$ cat config.mk
export PLATFORM = sky130hd
export DESIGN_NAME = reg_writeback_ctrl
export DESIGN_NICKNAME = d
export VERILOG_FILES = /design/src/rtl/reg_writeback_ctrl.sv
export SDC_FILE = /design/constraint.sdc
export NUM_CORES = 1
export LEC_CHECK = 0
export ABC_AREA = 0
export CAP_MARGIN = 20
export CORE_AREA = 2 2 111 113
export CTS_CLUSTER_DIAMETER = 50
export DETAILED_ROUTE_END_ITERATION = 6
export DIE_AREA = 0 0 113 115
export GPL_ROUTABILITY_DRIVEN = 0
export PLACE_DENSITY = 0.71
export REMOVE_ABC_BUFFERS = 1
export SLEW_MARGIN = 20
export SYNTH_ARGS = -nofsm -noshare
export SYNTH_HDL_FRONTEND = slang
export SYNTH_SLANG_ARGS = --single-unit
$ cat constraint.sdc
create_clock -name clk -period 3.2 [get_ports clk]
set_input_delay 0.96 -clock clk [delete_from_list [all_inputs] [get_ports clk]]
set_output_delay 0.96 -clock clk [all_outputs]
set_load 0.02 [all_outputs]
$ cat src/rtl/reg_writeback_ctrl.sv
// Register-file write side: merges ALU results and in-order load responses into one write port.
// Optional pending-load scoreboard on busy_mask is enabled by defining WB_SCOREBOARD_EN.
module reg_writeback_ctrl #(
    parameter int LDQ_DEPTH = 4
) (
    input  logic        clk,
    input  logic        rst_n,
    input  logic        alu_valid,
    input  logic [4:0]  alu_rd,
    input  logic [31:0] alu_result,
    output logic        alu_ready,
    input  logic        ld_issue_valid,
    input  logic [4:0]  ld_issue_rd,
    input  logic [2:0]  ld_funct3,
    input  logic [1:0]  ld_addr_lo,
    output logic        ld_issue_ready,
    input  logic        mem_rsp_valid,
    input  logic [31:0] mem_rsp_data,
    output logic        reg_write,
    output logic [4:0]  rd_addr,
    output logic [31:0] rd_data,
    output logic [31:0] busy_mask,
    output logic        rsp_err
);
    localparam int AW = $clog2(LDQ_DEPTH);
    localparam int CW = AW + 1;

    logic [4:0]    r_q_rd [LDQ_DEPTH];
    logic [2:0]    r_q_f3 [LDQ_DEPTH];
    logic [1:0]    r_q_lo [LDQ_DEPTH];
    logic [AW-1:0] r_head;
    logic [AW-1:0] r_tail;
    logic [CW-1:0] r_count;

    logic          w_empty;
    logic          w_full;
    logic          w_pop;
    logic          w_push;
    logic          w_alu_acc;
    logic [4:0]    w_h_rd;
    logic [2:0]    w_h_f3;
    logic [1:0]    w_h_lo;
    logic [31:0]   w_shift;
    logic [7:0]    w_byte;
    logic [15:0]   w_half;
    logic [31:0]   w_ld_data;

    assign w_empty        = (r_count == '0);
    assign w_full         = (r_count == CW'(LDQ_DEPTH));
    assign w_pop          = mem_rsp_valid && !w_empty;
    assign alu_ready      = !w_pop;
    assign ld_issue_ready = !w_full || mem_rsp_valid;
    assign w_push         = ld_issue_valid && ld_issue_ready;
    assign w_alu_acc      = alu_valid && alu_ready;

    assign w_h_rd = r_q_rd[r_head];
    assign w_h_f3 = r_q_f3[r_head];
    assign w_h_lo = r_q_lo[r_head];

    // Lane selection: misaligned half/word accesses simply take the lane the low bits point at.
    assign w_shift = mem_rsp_data >> {w_h_lo, 3'b000};
    assign w_byte  = w_shift[7:0];
    assign w_half  = w_h_lo[1] ? mem_rsp_data[31:16] : mem_rsp_data[15:0];

    always_comb begin
        w_ld_data = mem_rsp_data;
        case (w_h_f3)
            3'b000:  w_ld_data = {{24{w_byte[7]}}, w_byte};
            3'b001:  w_ld_data = {{16{w_half[15]}}, w_half};
            3'b100:  w_ld_data = {24'h0, w_byte};
            3'b101:  w_ld_data = {16'h0, w_half};
            default: w_ld_data = mem_rsp_data;
        endcase
    end

    always_ff @(posedge clk) begin
        if (rst_n && w_push) begin
            r_q_rd[r_tail] <= ld_issue_rd;
            r_q_f3[r_tail] <= ld_funct3;
            r_q_lo[r_tail] <= ld_addr_lo;
        end
    end

    always_ff @(posedge clk) begin
        if (!rst_n) begin
            r_head    <= '0;
            r_tail    <= '0;
            r_count   <= '0;
            reg_write <= 1'b0;
            rd_addr   <= 5'd0;
            rd_data   <= 32'd0;
            rsp_err   <= 1'b0;
        end else begin
            reg_write <= 1'b0;
            // x0 destinations consume their slot but never reach the register file.
            if (w_pop) begin
                if (w_h_rd != 5'd0) begin
                    reg_write <= 1'b1;
                    rd_addr   <= w_h_rd;
                    rd_data   <= w_ld_data;
                end
            end else if (w_alu_acc && alu_rd != 5'd0) begin
                reg_write <= 1'b1;
                rd_addr   <= alu_rd;
                rd_data   <= alu_result;
            end
            if (mem_rsp_valid && w_empty)
                rsp_err <= 1'b1;
            if (w_pop)
                r_head <= r_head + AW'(1);
            if (w_push)
                r_tail <= r_tail + AW'(1);
            case ({w_push, w_pop})
                2'b10:   r_count <= r_count + CW'(1);
                2'b01:   r_count <= r_count - CW'(1);
                default: r_count <= r_count;
            endcase
        end
    end

`ifdef WB_SCOREBOARD_EN
    logic [LDQ_DEPTH-1:0] w_valid;
    genvar gi, gn;
    generate
        for (gi = 0; gi < LDQ_DEPTH; gi++) begin : g_valid
            logic [AW-1:0] w_off;
            assign w_off       = AW'(gi) - r_head;
            assign w_valid[gi] = ({1'b0, w_off} < r_count);
        end
        for (gn = 0; gn < 32; gn++) begin : g_busy
            if (gn == 0) begin : g_zero
                assign busy_mask[gn] = 1'b0;
            end else begin : g_cmp
                logic [LDQ_DEPTH-1:0] w_hit;
                for (gi = 0; gi < LDQ_DEPTH; gi++) begin : g_hit
                    assign w_hit[gi] = w_valid[gi] && (r_q_rd[gi] == 5'(gn));
                end
                assign busy_mask[gn] = |w_hit;
            end
        end
    endgenerate
`else
    assign busy_mask = 32'h0;
`endif

endmodule

==> results by group, run 1 <==
Status
  – Status: complete, but fails checks
  – Failing checks: DRC

Power
  – Pwr/cell area: between 700 and 800 nW/um^2
  – Static Leak: about 2.3 nW
  – Gate power share: 0.478
  – Sequential share of power: 0.321
  – Pwr Total: between 4 and 5 mW
  – NetSw: between 1.5 and 2 mW
  – Switching share of power: 0.391
  – Maximum VDD drop: 0.410 mV
  – Internal cell power: 3.02 mW
  – Clk pwr share: 0.201

Job
  – Max_cap viols: 0

Clock network
  – Post-CTS repair timing setup buffer count: 0
  – # H-tree levels: 3
  – Clock root cell: clkbuf_16
  – Clock Latency Late Sink: 0.34 ns
  – Max Buffers Root-to-Sink: 2
  – Post-cts sizing count: 2
  – Hold_buf cts: 0
  – CTS Buf Count: 9
  – Clock sink count: 88
  – CTS clk-pin slew, worst paths: 0.06 ns
  – CTS tree: yes

Cells and area
  – Commonest non-fill, non-tap cells in the layout: 122 x clkdlybuf4s50_1, 48 x dfxtp_1, 44 x nand2_1, 40 x edfxtp_1, 32 x conb_1
  – Area of the multi-input gates: ~2100 um^2
  – FILL cells: slightly above 1000
  – Post-Layout Inst Area: about 6200 um^2
  – Most common cell after layout, fill and taps aside: clkdlybuf4s50_1
  – Antenna Cells: 0
  – P&R area growth vs syn: 34.6%
  – Finished Core Util: 0.529
  – Share of cells above drive strength 1: 0.145
  – Post-layout nets: slightly above 600
  – Reg area: 2160 um^2

Worst setup path
  – Arr. time, crit path: roughly 2.2 ns
  – Worst setup SP type: primary input
  – CP max FO: 2
  – Worst R2R End: rd_data[16]
  – Worst Path Required: between 2 and 2.5 ns
  – CP Capture Type: output pin
  – FF-to-FF setup slack: 0.36 ns
  – R2R cell count: 6
  – Setup crit start: mem_rsp_valid
  – CP Class: primary input to output pin
  – Critical path endpoint: ld_issue_ready

Die
  – DIE AREA: about 13000 um^2
  – Starting density of the core: 0.393
  – Number of cell rows: 40
  – Die Y: between 100 and 150 um
  – Die W: between 100 and 150 um
  – I/O pin count: 157
  – CORE AREA: approximately 12000 um^2

Drt
  – Post-Route WL: approximately 13 mm
  – Drt pass-1 iters: 6
  – Via density per instance: roughly 5.6
  – Wire length per cell: about 19 um
  – DRC: 20
  – Final ANT Viol Nets: 0
  – Initial DRC Count: 330
  – Routed vias: 3820

Timing
  – Endpoints failing setup: 0
  – Slew of the pin with the lowest slew margin: about 0.6 ns
  – Slew Limit Fails: 0
  – Max_slew headroom: 0.611
  – RSZ-0062 raised after global routing: false
  – Final Skew: 0.00645 ns
  – F_max: approximately 320 MHz
  – Final hold vios: 0
  – Final setup margin: 0.0606 ns
  – Final period utilization: 0.981
  – Setup TNS: 0 ns
  – Final Critical Period: between 3 and 4 ns

Yosys
  – Area leader, netlist: edfxtp_1
  – Synth warn: 0
  – Post-synth EDFFs: 40
  – Synth Cell Area: approximately 4600 um^2
  – #FFs+latches synth: between 80 and 90
  – Synth cell types: 53
  – Mapped Cells: 410
  – Async set or reset register ratio after synthesis: 0
  – Syn Area/Cell: around 11 um^2
  – Ys flop type: dfxtp_1
  – Synth area leaders: edfxtp_1 26%, dfxtp_1 21%, buf_4 5.7%
  – Top cell type's share of synthesized area: 0.259
  – Sequential element share of the synthesized area: 0.466

Place
  – IO Port Bufs: 124
  – DP HPWL: a little under 10 mm
  – Dpl cell area: 5970 um^2
  – DP Worst Slack: -0.193 ns

Global route
  – Largest net degree at the start of global routing: 37
  – Vias in the first global route: 3847
  – GRT Total Usage: 0.201
  – Gr ovfl total: 0
  – Initial antenna violation count: 0
  – First-pass GRT wire length: slightly above 20 mm

Min path
  – HP Class: register to register
[area by class of cell]
| class | count | area share |
|---|---|---|
| flip-flops and latches | 88 | 0.346 |
| multi-input cells | 271 | 0.340 |
| repair buffers | 145 | 0.230 |
| clock buffers | 9 | 0.0361 |
| well taps | 147 | 0.0294 |
| inverters | 17 | 0.0102 |
| clock inverters | 7 | 0.00861 |
[cell usage after synthesis, types with 8 or more instances]
cell      count
a21oi_1      30
a221oi_2     10
a311oi_1      8
buf_2        10
buf_4        35
clkbuf_1     16
dfxtp_1      48
edfxtp_1     40
inv_1        16
mux2i_1       9
mux4_2       10
nand2_1      44
nor2_1       11
nor3_1       15
o221a_1      11
o32ai_2      10
[power by group through the flow]
stage,clock (mW),sequential [mW],combinational (mW)
floorplan,0,1.81,1.15
global placement,0,1.60,2.31
detailed placement,0,1.61,2.36
CTS,1.02,1.59,2.37
global route,1.07,1.62,2.53
finish,0.996,1.59,2.36
[worst max-delay path: stages]
cell and delay (ns):
clkdlybuf4s50_1 0.43, or4b_1 0.49, clkdlybuf4s15_1 0.30
[kinds of logic after synthesis]
logic type,after synthesis,share of synthesized area
flip-flops,88,0.466
multiplexers,26,0.0874
XOR/XNOR,5,0.00944
adder cells (fa/ha/maj),6,0.0178
other,1,0.000808
AO/OA/AOI/OAI,108,0.217
buffers and inverters,82,0.102
AND/OR/NAND/NOR,94,0.0990
[sequential cells by signal, summed over array words and instances, names as in the netlist, named ones only]
signal     cells
rd_data       32
r_q_rd        20
r_q_f3        12
r_q_lo         8
rd_addr        5
r_count        3
r_head         2
r_tail         2
reg_write      1
rsp_err        1
[worst min-delay path by stage]
stage,cells past startpoint,end,startpoint
global placement,2,rd_data[19],rd_data[19]
finish,2,rd_data[21],rd_data[21]
global route,2,rd_data[21],rd_data[21]
floorplan,2,r_tail[1],r_tail[1]
detailed placement,2,rd_data[21],rd_data[21]
CTS,2,rd_data[21],rd_data[21]
[per-layer routing]
layer / part of all wire / track usage / wire [um] / vias to the layer above
li1: - / - / - / 1743
met1: 0.42 / 0.254 / 5550 / 1864
met2: 0.49 / 0.347 / 6450 / 188
met3: 0.072 / 0.0364 / 955 / 25
met4: 0.020 / 0.0732 / 269 / 0
met5: 0 / 0 / 0 / -
[metrics by stage]
| stage | hold slack, ns | std cells |
|---|---|---|
| floorplan | 0.469 | 376 |
| global placement | 0.460 | 668 |
| detailed placement | 0.470 | 668 |
| CTS | 0.478 | 684 |
| global route | 0.494 | 684 |
| finish | 0.475 | 684 |
(Power assumes the default switching activity.)
==> run 2: changes to the inputs <==
CTS_CLUSTER_DIAMETER = default   (was 50)
PLACE_DENSITY = 0.76   (was 0.71)
==> results by group, run 2 (synthesized netlist as in run 1, its figures left out) <==
Die
  – Die Y: 115 um (unchanged)
  – Starting density of the core: 0.393 (unchanged)
  – Number of cell rows: 40 (unchanged)
  – Die W: 113 um (unchanged)
  – DIE AREA: 13000 um^2 (unchanged)
  – I/O pin count: 157 (unchanged)
  – CORE AREA: 11800 um^2 (unchanged)

Worst setup path
  – CP Class: primary input to output pin
  – Worst Path Required: 2.24 ns (about the same)
  – CP max FO: 2 (unchanged)
  – Cell family with most CP delay: buffers and inverters
  – Arr. time, crit path: 2.17 ns (about the same)
  – Critical-path top delay cell: or4b_4
  – CP peak stage delay: 0.49 ns (about the same)
  – CP Capture Type: output pin
  – Bufs and invs on worst path: 2 (unchanged)
  – Worst setup SP type: primary input
  – Critical Path, Cell by Cell: clkdlybuf4s50_1 -> or4b_4 -> clkdlybuf4s15_1

Timing
  – Endpoints failing setup: 0 (unchanged)
  – Final hold vios: 0 (unchanged)
  – Slew of the pin with the lowest slew margin: 0.557 ns (-0.0273 ns)
  – Slew Limit Fails: 0 (unchanged)
  – Final Skew: 0.00742 ns (+0.000977 ns)
  – RSZ-0062 raised after global routing: false
  – F_max: 319 MHz (+0.17%)
  – Max_slew headroom: 0.629 (+0.0182)
  – Final period utilization: 0.979 (-0.00169)
  – Final Critical Period: 3.13 ns (-0.00541 ns)
  – Setup TNS: 0 ns (unchanged)

Cells and area
  – Post-layout nets: 624 (+0.32%)
  – Final Instance Count excl. Fillers: 686 (+0.29%)
  – Finished Core Util: 0.531 (+0.00201)
  – Largest register by flop count: rd_data
  – Commonest non-fill, non-tap cells in the layout: 122 x clkdlybuf4s50_1, 48 x dfxtp_1, 44 x nand2_1, 40 x edfxtp_1, 32 x conb_1
  – Max reg flops: 32 (unchanged)
  – Largest registers: rd_data (32), r_q_rd (20), r_q_f3 (12)
  – Post-Layout Inst Area: 6270 um^2 (+0.38%)
  – Most common cell after layout, fill and taps aside: clkdlybuf4s50_1
  – Share of cells above drive strength 1: 0.150 (+0.00503)
  – Antenna Cells: 0 (unchanged)
  – P&R area growth vs syn: 35.1%

Job
  – Max_cap viols: 0 (unchanged)

Global route
  – Largest net degree at the start of global routing: 37 (unchanged)
  – Vias in the first global route: 3712 (-3.5%)
  – First-pass GRT wire length: 19.9 mm (-3.0%)
  – Gr ovfl total: 0 (unchanged)
  – Initial antenna violation count: 0 (unchanged)
  – GRT Total Usage: 0.195 (-0.00567)

Power
  – Static Leak: 2.29 nW (+1.1%)
  – Pwr/cell area: 795 nW/um^2 (+0.29%)
  – Maximum VDD drop: 0.387 mV (-5.4%)
  – Pwr Total: 4.98 mW (+0.68%)

Clock network
  – Max Buffers Root-to-Sink: 2 (unchanged)
  – Clock root cell: clkbuf_16
  – # H-tree levels: 3 (unchanged)
  – CTS tree: yes
  – Hold_buf cts: 0 (unchanged)
  – CTS Buf Count: 9 (unchanged)
  – CTS clk-pin slew, worst paths: 0.06 ns (about the same)
  – Post-CTS repair timing setup buffer count: 0 (unchanged)
  – Clock sink count: 88 (unchanged)
  – Clock Latency Late Sink: 0.33 ns (about the same)
  – Post-cts sizing count: 2 (unchanged)

Drt
  – Routed vias: 3741 (-2.1%)
  – Post-Route WL: 12.7 mm (-3.8%)
  – DRC: 20 (unchanged)
  – Final ANT Viol Nets: 0 (unchanged)
  – Wire length per cell: 18.6 um (-4.0%)
  – Via density per instance: 5.45 (-2.4%)
  – Initial DRC Count: 333 (+0.91%)
  – Drt pass-1 iters: 7 (+1)

Place
  – IO Port Bufs: 124 (unchanged)
  – Total placed cells including tap cells: 670 (+0.30%)
  – Dpl cell area: 5960 um^2 (-0.17%)
  – DP HPWL: 9.56 mm (-1.6%)

Status
  – Status: complete, but fails checks
  – Failing checks: DRC

Min path
  – HP Class: register to register
==> run 2: routing by layer <==
layer / global-route usage / vias to the layer above / routed length [um]
met5: 0 / - / 0
met4: 0.0675 / 0 / 252
met3: 0.0358 / 22 / 795
met2: 0.337 / 166 / 6370
met1: 0.249 / 1810 / 5310
li1: - / 1743 / -
==> run 2: layout make-up <==
class	instances	area (um^2)
clock inverter	5	45.0
tap	147	184
inverter	17	63.8
fill	1026	5540
multi-input combinational	271	2130
clock buffer	11	264
sequential	88	2160
timing repair buffer	147	1430
==> run 2: path summary, 6_finish.rpt <==
check,from,to,slack [ns],depth (start not counted)
setup / recovery,mem_rsp_valid,ld_issue_ready,0.07,3
hold reg to reg,rd_data[19],rd_data[19],0.49,2
hold / removal,rd_data[19],rd_data[19],0.49,2
setup reg to reg,register,rd_data[17],0.57,5
==> run 2: through the flow <==
step	worst slack (ns)	hold WS (ns)
detailed placement	-0.225	0.478
finish	0.0660	0.492
global placement	-0.181	0.463
floorplan	-1.48	0.469
CTS	0.0212	0.489
global route	0.00922	0.500
==> run 2: power by group <==
part	total, mW	internal, mW	switching [mW]
Sequential	1.60	1.42	0.177
Clock	1.08	0.608	0.470
Combinational	2.31	1.04	1.27
Total	4.98	3.07	1.91
==> run 2: worst min-delay path, cell delays in order, from the launching register on <==
cell and delay, ns:
dfxtp_1 0.32, nand2_1 0.06, o32ai_1 0.07
==> run 3: changes to the inputs <==
SKIP_LAST_GASP = 1   (was default)
==> results by group, run 3 (synthesized netlist as in run 1, its figures left out) <==
Die
  – Starting density of the core: 0.393 (unchanged)
  – Die W: 113 um (unchanged)
  – Die Y: 115 um (unchanged)
  – DIE AREA: 13000 um^2 (unchanged)
  – I/O pin count: 157 (unchanged)
  – Number of cell rows: 40 (unchanged)
  – CORE AREA: 11800 um^2 (unchanged)

Cells and area
  – P&R area growth vs syn: 35.1% (about the same)
  – Largest register by flop count: rd_data
  – Finished Core Util: 0.531 (about the same)
  – Antenna Cells: 0 (unchanged)
  – Final Instance Count excl. Fillers: 686 (unchanged)
  – FILL cells: 1025 (-0.097%)
  – Post-Layout Inst Area: 6270 um^2 (about the same)
  – Share of cells above drive strength 1: 0.148 (-0.00186)
  – Most common cell after layout, fill and taps aside: clkdlybuf4s50_1
  – Commonest non-fill, non-tap cells in the layout: 122 x clkdlybuf4s50_1, 48 x dfxtp_1, 44 x nand2_1, 40 x edfxtp_1, 32 x conb_1
  – Post-layout nets: 624 (unchanged)
  – Max reg flops: 32 (unchanged)
  – Largest registers: rd_data (32), r_q_rd (20), r_q_f3 (12)

Timing
  – Final Critical Period: 3.14 ns (+0.0105 ns)
  – Slew of the pin with the lowest slew margin: 0.552 ns (-0.00443 ns)
  – Final hold vios: 0 (unchanged)
  – Setup TNS: 0 ns (unchanged)
  – RSZ-0062 raised after global routing: true
  – Max_slew headroom: 0.631 (+0.00213)
  – Final period utilization: 0.983 (+0.00327)
  – Final setup margin: 0.0555 ns (-0.0105 ns)
  – Final Skew: 0.00805 ns (+0.000623 ns)
  – Hold Slack: 0.484 ns (-0.00752 ns)
  – F_max: 318 MHz (-0.33%)
  – Endpoints failing setup: 0 (unchanged)
  – Slew Limit Fails: 0 (unchanged)

Power
  – Pwr/cell area: 794 nW/um^2 (about the same)
  – Maximum VDD drop: 0.388 mV (about the same)
  – Static Leak: 2.29 nW (about the same)
  – Pwr Total: 4.98 mW (-0.14%)

Place
  – Total placed cells including tap cells: 670 (unchanged)
  – Dpl cell area: 5960 um^2 (unchanged)
  – DP HPWL: 9.56 mm (unchanged)
  – DP Worst Slack: -0.225 ns (unchanged)
  – IO Port Bufs: 124 (unchanged)

Clock network
  – Hold_buf cts: 0 (unchanged)
  – Post-CTS repair timing setup buffer count: 0 (unchanged)
  – Clock root cell: clkbuf_16
  – CTS clk-pin slew, worst paths: 0.06 ns (about the same)
  – Clock sink count: 88 (unchanged)
  – Clock Latency Late Sink: 0.33 ns (about the same)
  – CTS Buf Count: 9 (unchanged)
  – CTS tree: yes
  – Max Buffers Root-to-Sink: 2 (unchanged)
  – # H-tree levels: 3 (unchanged)

Worst setup path
  – Critical Path, Cell by Cell: clkdlybuf4s50_1 -> or4b_1 -> clkdlybuf4s15_1
  – Arr. time, crit path: 2.18 ns (about the same)
  – FF-to-FF setup slack: 0.57 ns (about the same)
  – Worst Path Required: 2.24 ns (about the same)
  – CP Capture Type: output pin
  – CP max FO: 2 (unchanged)
  – Bufs and invs on worst path: 2 (unchanged)
  – Critical-path top delay cell: or4b_1
  – CP Class: primary input to output pin
  – CP peak stage delay: 0.50 ns (about the same)
  – Worst setup SP type: primary input
  – Cell family with most CP delay: buffers and inverters

Drt
  – Drt pass-1 iters: 7 (unchanged)
  – Wire length per cell: 18.5 um (-0.38%)
  – Initial DRC Count: 328 (-1.5%)
  – Post-Route WL: 12.7 mm (-0.38%)
  – Via density per instance: 5.43 (-0.37%)
  – DRC: 20 (unchanged)
  – Routed vias: 3727 (-0.37%)
  – Final ANT Viol Nets: 0 (unchanged)

Global route
  – Initial antenna violation count: 0 (unchanged)
  – GRT Total Usage: 0.195 (unchanged)
  – Vias in the first global route: 3712 (unchanged)
  – Largest net degree at the start of global routing: 37 (unchanged)
  – First-pass GRT wire length: 19.9 mm (unchanged)
  – Gr ovfl total: 0 (unchanged)

Status
  – Failing checks: DRC
  – Status: complete, but fails checks

Job
  – Max_cap viols: 0 (unchanged)

Min path
  – HP Class: register to register
## run 3: cell counts in the layout (fill, tap and decap cells not counted)
No cell type changed its count.
## run 3: final cells by class
type / count / area, um^2 / share of cell area
tap: 147 / 184 / 0.0294
inverter: 17 / 63.8 / 0.0102
clock buffer: 11 / 264 / 0.0421
clock inverter: 5 / 45.0 / 0.00719
sequential: 88 / 2160 / 0.345
multi-input combinational: 271 / 2120 / 0.339
timing repair buffer: 147 / 1430 / 0.227
## run 3: path summary, 6_finish.rpt
path | startpoint | to | cells past startpoint
max | mem_rsp_valid | ld_issue_ready | 3
min | rd_data[16] | rd_data[16] | 2
max reg2reg | register | rd_data[17] | 5
min reg2reg | rd_data[16] | rd_data[16] | 2
## run 3: what timing repair did
action | 4_1_cts | 5_1_grt
resized for setup | 2 | 1
endpoints found under the setup margin | 2 | 1
cloned | 0 | 0
## run 3: power by group
part / switching [mW] / internal (mW) / leakage [nW]
clock network: 0.467 / 0.608 / 0.150
registers: 0.175 / 1.42 / 0.761
logic: 1.27 / 1.04 / 1.38
total: 1.91 / 3.07 / 2.29
## run 3: routing by layer
layer | up-vias | global-route usage | part of all wire
met4 | 0 | 0.0675 | 0.018
met5 | - | 0 | 0
li1 | 1738 | - | -
met1 | 1798 | 0.249 | 0.40
met2 | 173 | 0.337 | 0.50
met3 | 18 | 0.0358 | 0.078
## run 3: tightest hold or removal path, cell delays in order, from the launching register on
cell and delay, ns:
dfxtp_1 0.31, nand2_1 0.05, o32ai_1 0.06
